==> src/rtl/ahblite_sram_slave_if.sv <==
`default_nettype none
// ============================================================================
// ahblite_sram_slave_if : AHB-Lite slave-side bus signals for the SRAM bridge
// Revision: 1.0
// ============================================================================
interface ahblite_sram_slave_if #(
    parameter int DATA_WIDTH = 32,
    parameter int ADDR_WIDTH = 32
);
    logic                  hsel_i;
    logic [ADDR_WIDTH-5:0] haddr_i;
    logic [2:0]            hburst_i;
    logic                  hmastlock_i;
    logic [3:0]            hprot_i;
    logic [2:0]            hsize_i;
    logic [1:0]            htrans_i;
    logic [DATA_WIDTH-1:0] hwdata_i;
    logic                  hwrite_i;
    logic [DATA_WIDTH-1:0] hrdata_o;
    logic                  hready_o;
    logic                  hresp_o;

    modport master (
        output hsel_i, haddr_i, hburst_i, hmastlock_i, hprot_i,
               hsize_i, htrans_i, hwdata_i, hwrite_i,
        input  hrdata_o, hready_o, hresp_o
    );

    modport slave (
        input  hsel_i, haddr_i, hburst_i, hmastlock_i, hprot_i,
               hsize_i, htrans_i, hwdata_i, hwrite_i,
        output hrdata_o, hready_o, hresp_o
    );
endinterface
`default_nettype wire

==> src/rtl/ahblite_sram_slave.sv <==
`default_nettype none
// ============================================================================
// ahblite_sram_slave : AHB-Lite slave bridging to a single-port 1-cycle SRAM
// Revision: 1.0
// ============================================================================
module ahblite_sram_slave #(
    parameter int DATA_WIDTH = 32,
    parameter int ADDR_WIDTH = 32,
    parameter int MEM_AW     = 12
) (
    input  wire logic                    clk_i,
    input  wire logic                    rst_ni,
    ahblite_sram_slave_if.slave          ahb,
    output logic                         sram_req_o,
    output logic                         sram_we_o,
    output logic [MEM_AW-1:0]            sram_addr_o,
    output logic [DATA_WIDTH/8-1:0]      sram_be_o,
    output logic [DATA_WIDTH-1:0]        sram_wdata_o,
    input  wire logic [DATA_WIDTH-1:0]   sram_rdata_i
);
    localparam int BW = DATA_WIDTH / 8;

    typedef enum logic [2:0] {
        S_IDLE    = 3'd0,
        S_READ    = 3'd1,
        S_WRITE   = 3'd2,
        S_RD_WAIT = 3'd3,
        S_ERR1    = 3'd4,
        S_ERR2    = 3'd5
    } state_t;

    state_t            state, state_nxt;
    logic [MEM_AW-1:0] lat_addr;
    logic [BW-1:0]     lat_be;

    logic              ready;
    logic              valid;
    logic              bad;
    logic              accept;
    logic [MEM_AW-1:0] cur_addr;
    logic [BW-1:0]     cur_be;

    wire unused_inputs = &{1'b0, ahb.hburst_i, ahb.hprot_i, ahb.hmastlock_i, ahb.htrans_i[0]};

    always_comb begin
        ready    = (state != S_RD_WAIT) && (state != S_ERR1);
        valid    = ready && ahb.hsel_i && ahb.htrans_i[1];
        bad      = (ahb.hsize_i > 3'd2)
                 || ((ahb.hsize_i == 3'd1) && ahb.haddr_i[0])
                 || ((ahb.hsize_i == 3'd2) && (ahb.haddr_i[1:0] != 2'b00))
                 || ((ahb.haddr_i >> (MEM_AW + 2)) != '0);
        accept   = valid && !bad;
        cur_addr = ahb.haddr_i[MEM_AW+1:2];
        case (ahb.hsize_i)
            3'd0:    cur_be = BW'(4'b0001) << ahb.haddr_i[1:0];
            3'd1:    cur_be = BW'(4'b0011) << ahb.haddr_i[1:0];
            default: cur_be = BW'(4'b1111);
        endcase
    end

    always_comb begin
        state_nxt = S_IDLE;
        case (state)
            S_RD_WAIT: state_nxt = S_READ;
            S_ERR1:    state_nxt = S_ERR2;
            default: begin
                if (!valid)             state_nxt = S_IDLE;
                else if (bad)           state_nxt = S_ERR1;
                else if (ahb.hwrite_i)  state_nxt = S_WRITE;
                // SRAM port is busy with the write data phase: defer the read
                else if (state == S_WRITE) state_nxt = S_RD_WAIT;
                else                    state_nxt = S_READ;
            end
        endcase
    end

    always_ff @(posedge clk_i or negedge rst_ni) begin
        if (!rst_ni) begin
            state    <= S_IDLE;
            lat_addr <= '0;
            lat_be   <= '0;
        end else begin
            state <= state_nxt;
            if (accept) begin
                lat_addr <= cur_addr;
                lat_be   <= cur_be;
            end
        end
    end

    always_comb begin
        sram_req_o   = 1'b0;
        sram_we_o    = 1'b0;
        sram_addr_o  = '0;
        sram_be_o    = '0;
        sram_wdata_o = '0;
        case (state)
            S_WRITE: begin
                sram_req_o   = 1'b1;
                sram_we_o    = 1'b1;
                sram_addr_o  = lat_addr;
                sram_be_o    = lat_be;
                sram_wdata_o = ahb.hwdata_i;
            end
            S_RD_WAIT: begin
                sram_req_o  = 1'b1;
                sram_addr_o = lat_addr;
                sram_be_o   = lat_be;
            end
            default: begin
                if (accept && !ahb.hwrite_i) begin
                    sram_req_o  = 1'b1;
                    sram_addr_o = cur_addr;
                    sram_be_o   = cur_be;
                end
            end
        endcase
        // The async reset must silence the strobe even before the state settles
        if (!rst_ni) begin
            sram_req_o = 1'b0;
            sram_we_o  = 1'b0;
        end
    end

    always_comb begin
        ahb.hready_o = ready;
        ahb.hresp_o  = (state == S_ERR1) || (state == S_ERR2);
        ahb.hrdata_o = (state == S_READ) ? sram_rdata_i : '0;
    end
endmodule
`default_nettype wire

==> src/flat_wrapper.sv <==
// flat-port wrapper written by rule: the top's interface ports become plain ports
module ahblite_sram_slave_flat 
#(
    parameter int DATA_WIDTH = 32,
    parameter int ADDR_WIDTH = 32,
    parameter int MEM_AW     = 12
)
  (clk_i, rst_ni, sram_req_o, sram_we_o, sram_addr_o, sram_be_o, sram_wdata_o, sram_rdata_i, ahb_hsel_i, ahb_haddr_i, ahb_hburst_i, ahb_hmastlock_i, ahb_hprot_i, ahb_hsize_i, ahb_htrans_i, ahb_hwdata_i, ahb_hwrite_i, ahb_hrdata_o, ahb_hready_o, ahb_hresp_o);
  ahblite_sram_slave_if #(.DATA_WIDTH(DATA_WIDTH), .ADDR_WIDTH(ADDR_WIDTH)) ahb_i ();
  input  wire logic clk_i;
  input  wire logic rst_ni;
  output logic sram_req_o;
  output logic sram_we_o;
  output logic [MEM_AW-1:0] sram_addr_o;
  output logic [DATA_WIDTH/8-1:0] sram_be_o;
  output logic [DATA_WIDTH-1:0] sram_wdata_o;
  input  wire logic [DATA_WIDTH-1:0] sram_rdata_i;
  input wire logic [$bits(ahb_i.hsel_i)-1:0] ahb_hsel_i;
  input wire logic [$bits(ahb_i.haddr_i)-1:0] ahb_haddr_i;
  input wire logic [$bits(ahb_i.hburst_i)-1:0] ahb_hburst_i;
  input wire logic [$bits(ahb_i.hmastlock_i)-1:0] ahb_hmastlock_i;
  input wire logic [$bits(ahb_i.hprot_i)-1:0] ahb_hprot_i;
  input wire logic [$bits(ahb_i.hsize_i)-1:0] ahb_hsize_i;
  input wire logic [$bits(ahb_i.htrans_i)-1:0] ahb_htrans_i;
  input wire logic [$bits(ahb_i.hwdata_i)-1:0] ahb_hwdata_i;
  input wire logic [$bits(ahb_i.hwrite_i)-1:0] ahb_hwrite_i;
  output wire logic [$bits(ahb_i.hrdata_o)-1:0] ahb_hrdata_o;
  output wire logic [$bits(ahb_i.hready_o)-1:0] ahb_hready_o;
  output wire logic [$bits(ahb_i.hresp_o)-1:0] ahb_hresp_o;
  assign ahb_i.hsel_i = ahb_hsel_i;
  assign ahb_i.haddr_i = ahb_haddr_i;
  assign ahb_i.hburst_i = ahb_hburst_i;
  assign ahb_i.hmastlock_i = ahb_hmastlock_i;
  assign ahb_i.hprot_i = ahb_hprot_i;
  assign ahb_i.hsize_i = ahb_hsize_i;
  assign ahb_i.htrans_i = ahb_htrans_i;
  assign ahb_i.hwdata_i = ahb_hwdata_i;
  assign ahb_i.hwrite_i = ahb_hwrite_i;
  assign ahb_hrdata_o = ahb_i.hrdata_o;
  assign ahb_hready_o = ahb_i.hready_o;
  assign ahb_hresp_o = ahb_i.hresp_o;
  ahblite_sram_slave #(.DATA_WIDTH(DATA_WIDTH), .ADDR_WIDTH(ADDR_WIDTH), .MEM_AW(MEM_AW)) u_core (.clk_i(clk_i), .rst_ni(rst_ni), .ahb(ahb_i), .sram_req_o(sram_req_o), .sram_we_o(sram_we_o), .sram_addr_o(sram_addr_o), .sram_be_o(sram_be_o), .sram_wdata_o(sram_wdata_o), .sram_rdata_i(sram_rdata_i));
endmodule
==> config.mk <==
export PLATFORM = sky130hd
export DESIGN_NAME = ahblite_sram_slave_flat
export DESIGN_NICKNAME = d
export VERILOG_FILES = /design/src/rtl/ahblite_sram_slave_if.sv /design/src/rtl/ahblite_sram_slave.sv /design/src/flat_wrapper.sv
export SDC_FILE = /design/constraint.sdc
export NUM_CORES = 1
export LEC_CHECK = 0
export BUFFER_PORTS_ARGS = -buffer_cell sky130_fd_sc_hd__buf_2
export CAP_MARGIN = 0
export CORE_ASPECT_RATIO = 0.8
export CORE_MARGIN = 4
export CORE_UTILIZATION = 36
export DETAILED_ROUTE_END_ITERATION = 6
export PLACE_DENSITY = 0.88
export SLEW_MARGIN = 15
export SYNTH_ARGS = -nofsm -noshare
export SYNTH_HDL_FRONTEND = slang
export SYNTH_SLANG_ARGS = --single-unit
export TNS_END_PERCENT = 20
==> constraint.sdc <==
create_clock -name clk_i -period 3.3 [get_ports clk_i]
set_input_delay 0.165 -clock clk_i [delete_from_list [all_inputs] [get_ports clk_i]]
set_output_delay 0.165 -clock clk_i [all_outputs]
set_load 0.01 [all_outputs]
==> results.py <==
metrics = {
    "outcome": {
        "status": "finished, final reports clean",
    },
    "yosys": {
        "ys_seq_area_share_pct": 30.1,
        "yosys_register_bits": 19,
        "yosys.area.top_type": "dfrtp_1",
        "avgSynthCellArea_um2": 8.15,
        "synth-async-reset-ratio_pct": 100,
        "ys_types": 30,
        "synthCells": 194,
        "synthTopCellsByArea": "dfrtp_1, and2_1, nand2_1",
        "synth_edf_count": 0,
        "yosysWarnings": 0,
        "ys.flop_type": "dfrtp_1",
        "synth_area_um2": 1580,
        "synth.top_cell.area_share_pct": 30.1,
        "syn_nets": 303,
    },
    "sta": {
        "period_minus_slack_ps": 2660,
        "rsz0062_at_grt": "false",
        "tns_ps": 0,
        "finalCritPeriodShare_pct": 80.7,
        "clock_skew_ps": 7.54,
        "fmax_ghz": 0.376,
        "final-max-slew-violation-count": 0,
        "holdWs_ps": 145,
        "maxSlewHeadroom_pct": 39.4,
        "setup_violations": 0,
        "worst_slew_pin_slew_ps": 905,
        "finalHoldViolCount": 0,
    },
    "cts": {
        "cts_buffers": 3,
        "cts_max_level": 1,
        "clk_pin_slew_worst_paths_ps": 80,
        "cts_buffer_depth": 2,
        "clockRootBuffer": "clkbuf_8",
        "cts_resized": 0,
        "clkSinkCount": 19,
        "clock_latency_ps": 260,
        "cts_tree": "yes",
    },
    "power_and_ir_drop": {
        "comb_power_share_pct": 46.0,
        "p_sw_mw": 0.285,
        "pwr_density_cell_nw_per_um2": 307,
        "pwr-share-clk_pct": 21.0,
        "p_int_mw": 0.508,
        "p_leak_nw": 1.65,
        "irDropWorstVdd_mv": 0.205,
        "switching_share_pct": 36.0,
        "power_frac_seq_pct": 33.0,
    },
    "grt": {
        "antenna_found_initial": 0,
        "overflow": 0,
        "grtUsageMet3_pct": 4.40,
        "gr-usage-met1_pct": 20.2,
        "grt_start_max_net_pins": 34,
        "grt.total_usage_pct": 17.3,
        "use_met2_pct": 31.8,
        "grt_pass1_wl_um": 7670,
        "grt_pass1_vias": 1743,
        "grt.busiest_layer": "met2",
    },
    "route": {
        "drt_iter0_drc": 25,
        "drc": 0,
        "first_pass_iters": 4,
        "vias": 1937,
        "wl_per_cell_um": 12.8,
        "routed_wl_um": 5510,
        "drtAntennaViolNets": 0,
        "viasPerCell": 4.52,
    },
    "final_layout": {
        "fin_nets": 482,
        "multi_input_area_um2": 1040,
        "layout-drive-gt1-share_pct": 57.3,
        "final_cell_mix": "buf_2, and2_1, nand2_1",
        "final_common_cell": "buf_2",
        "final_cells": 429,
        "fillCellCount": 407,
        "synthToLayoutAreaGrowth_pct": 63.5,
        "num_antenna_cells": 0,
        "seqCellArea_um2": 475,
    },
    "setup_path": {
        "crit_chain": "nor2b_2 > a2111oi_2 > nand3_1 > o31ai_1 > buf_2",
        "reg2reg_depth": 4,
        "crit_path_start_kind": "flop",
        "max_stage_delay_ps": 510,
        "critical_path.slowest_cell": "nand3_1",
        "path_delay_family": "simple AND/OR/NAND/NOR gates",
        "cp_num_cells": 5,
        "end_kind": "output port",
        "regToRegStartpoint": "u_core.state[1]$_DFF_PN0_",
        "criticalPathCategory": "flop to output port",
        "r2r_slack_ps": 1110,
        "arrival_ps": 2500,
        "crit_end": "sram_be_o[2]",
        "worst-path-buf-inv": 1,
        "path_max_fanout": 21,
        "required_ps": 3130,
        "r2r_end": "u_core.lat_addr[1]$_DFFE_PN0P_",
        "startpoint": "u_core.state[1]$_DFF_PN0_",
    },
    "run": {
        "maxCapViolCount": 0,
    },
    "floorplan": {
        "fp-row-count": 21,
        "die_h_um": 67.3,
        "die_area_um2": 5520,
        "core_area_um2": 4200,
        "dieWidth_um": 82.1,
        "io_pins": 193,
        "start_util_pct": 37.6,
    },
    "placed_design": {
        "gp_congestion": 0.747,
        "dp.cells": 424,
        "dp_hpwl_um": 4520,
        "io_buffers": 183,
    },
    "worst_hold_path": {
        "min_path_type": "primary input to flop",
    },
}
## synth_stat cells (3+ instances only)
master / instances
nor4_1: 3
nor2_1: 5
o21ai_1: 3
clkbuf_1: 10
dfrtp_1: 19
mux2_2: 7
mux2_4: 7
nand2_1: 33
o21ai_0: 13
and2_1: 66
## metrics by stage
stage / util [%] / setup slack [ps] / power, mW / cell area (um^2)
after floorplan: - / 1510 / 0.453 / 1580
after global placement: 60.1 / 918 / 0.629 / 2530
after detailed placement: 60.1 / 894 / 0.636 / 2530
after CTS: 61.5 / 591 / 0.802 / 2580
after global routing: 61.5 / 394 / 0.848 / 2580
final: 61.5 / 638 / 0.793 / 2580
## power groups by stage
| stage | clock network (mW) | registers [mW] | logic (mW) |
|---|---|---|---|
| after detailed placement | 0 | 0.266 | 0.370 |
| after global placement | 0 | 0.265 | 0.364 |
| after CTS | 0.169 | 0.261 | 0.371 |
| after floorplan | 0 | 0.261 | 0.191 |
| final | 0.167 | 0.262 | 0.364 |
| after global routing | 0.179 | 0.263 | 0.407 |
## state kept, by name, summed over array words and instances (netlist names)
signal	count
u_core.state	3
u_core.lat_addr	12
u_core.lat_be	4
## cells by family (layout without fill, tap and decap cells)
family | after synthesis | count (layout) | share of synthesized area, %
buffers and inverters | 14 | 192 | 4.28
AND/OR/NAND/NOR | 118 | 118 | 42.0
flip-flops | 19 | 19 | 30.1
AO/OA/AOI/OAI | 27 | 27 | 10.8
multiplexers | 16 | 16 | 12.9
## worst min path at each step
stage | startpoint | depth (start not counted) | slack [ps] | to
after floorplan | rst_ni | 0 | -130 | u_core.lat_addr[0]$_DFFE_PN0P_
after global placement | rst_ni | 1 | 140 | u_core.lat_addr[6]$_DFFE_PN0P_
after detailed placement | rst_ni | 1 | 140 | u_core.lat_addr[6]$_DFFE_PN0P_
after CTS | ahb_haddr_i[12] | 2 | 140 | u_core.lat_addr[10]$_DFFE_PN0P_
after global routing | ahb_haddr_i[11] | 2 | 150 | u_core.lat_addr[9]$_DFFE_PN0P_
final | ahb_haddr_i[12] | 2 | 150 | u_core.lat_addr[10]$_DFFE_PN0P_
## layout make-up
cell class / count / area share (%)
Timing Repair Buffer: 186 / 36.4
Inverter: 2 / 0.291
Sequential cell: 19 / 18.4
Clock inverter: 1 / 0.194
Clock buffer: 3 / 1.60
Multi-Input combinational cell: 161 / 40.3
Tap cell: 57 / 2.76
## timing repair
item | in CTS | in global routing
endpoints found under the setup margin | 0 | 0
hold buffers | 1 | 0
endpoints found under the hold margin | 19 | 0
setup buffers | 0 | 0
## metal layers
layer / wire, um / up-vias
met3: 636 / 4
met5: 0 / -
li1: - / 988
met4: 34 / 0
met1: 2120 / 859
met2: 2720 / 86
Power figures use the tool's default switching activity.
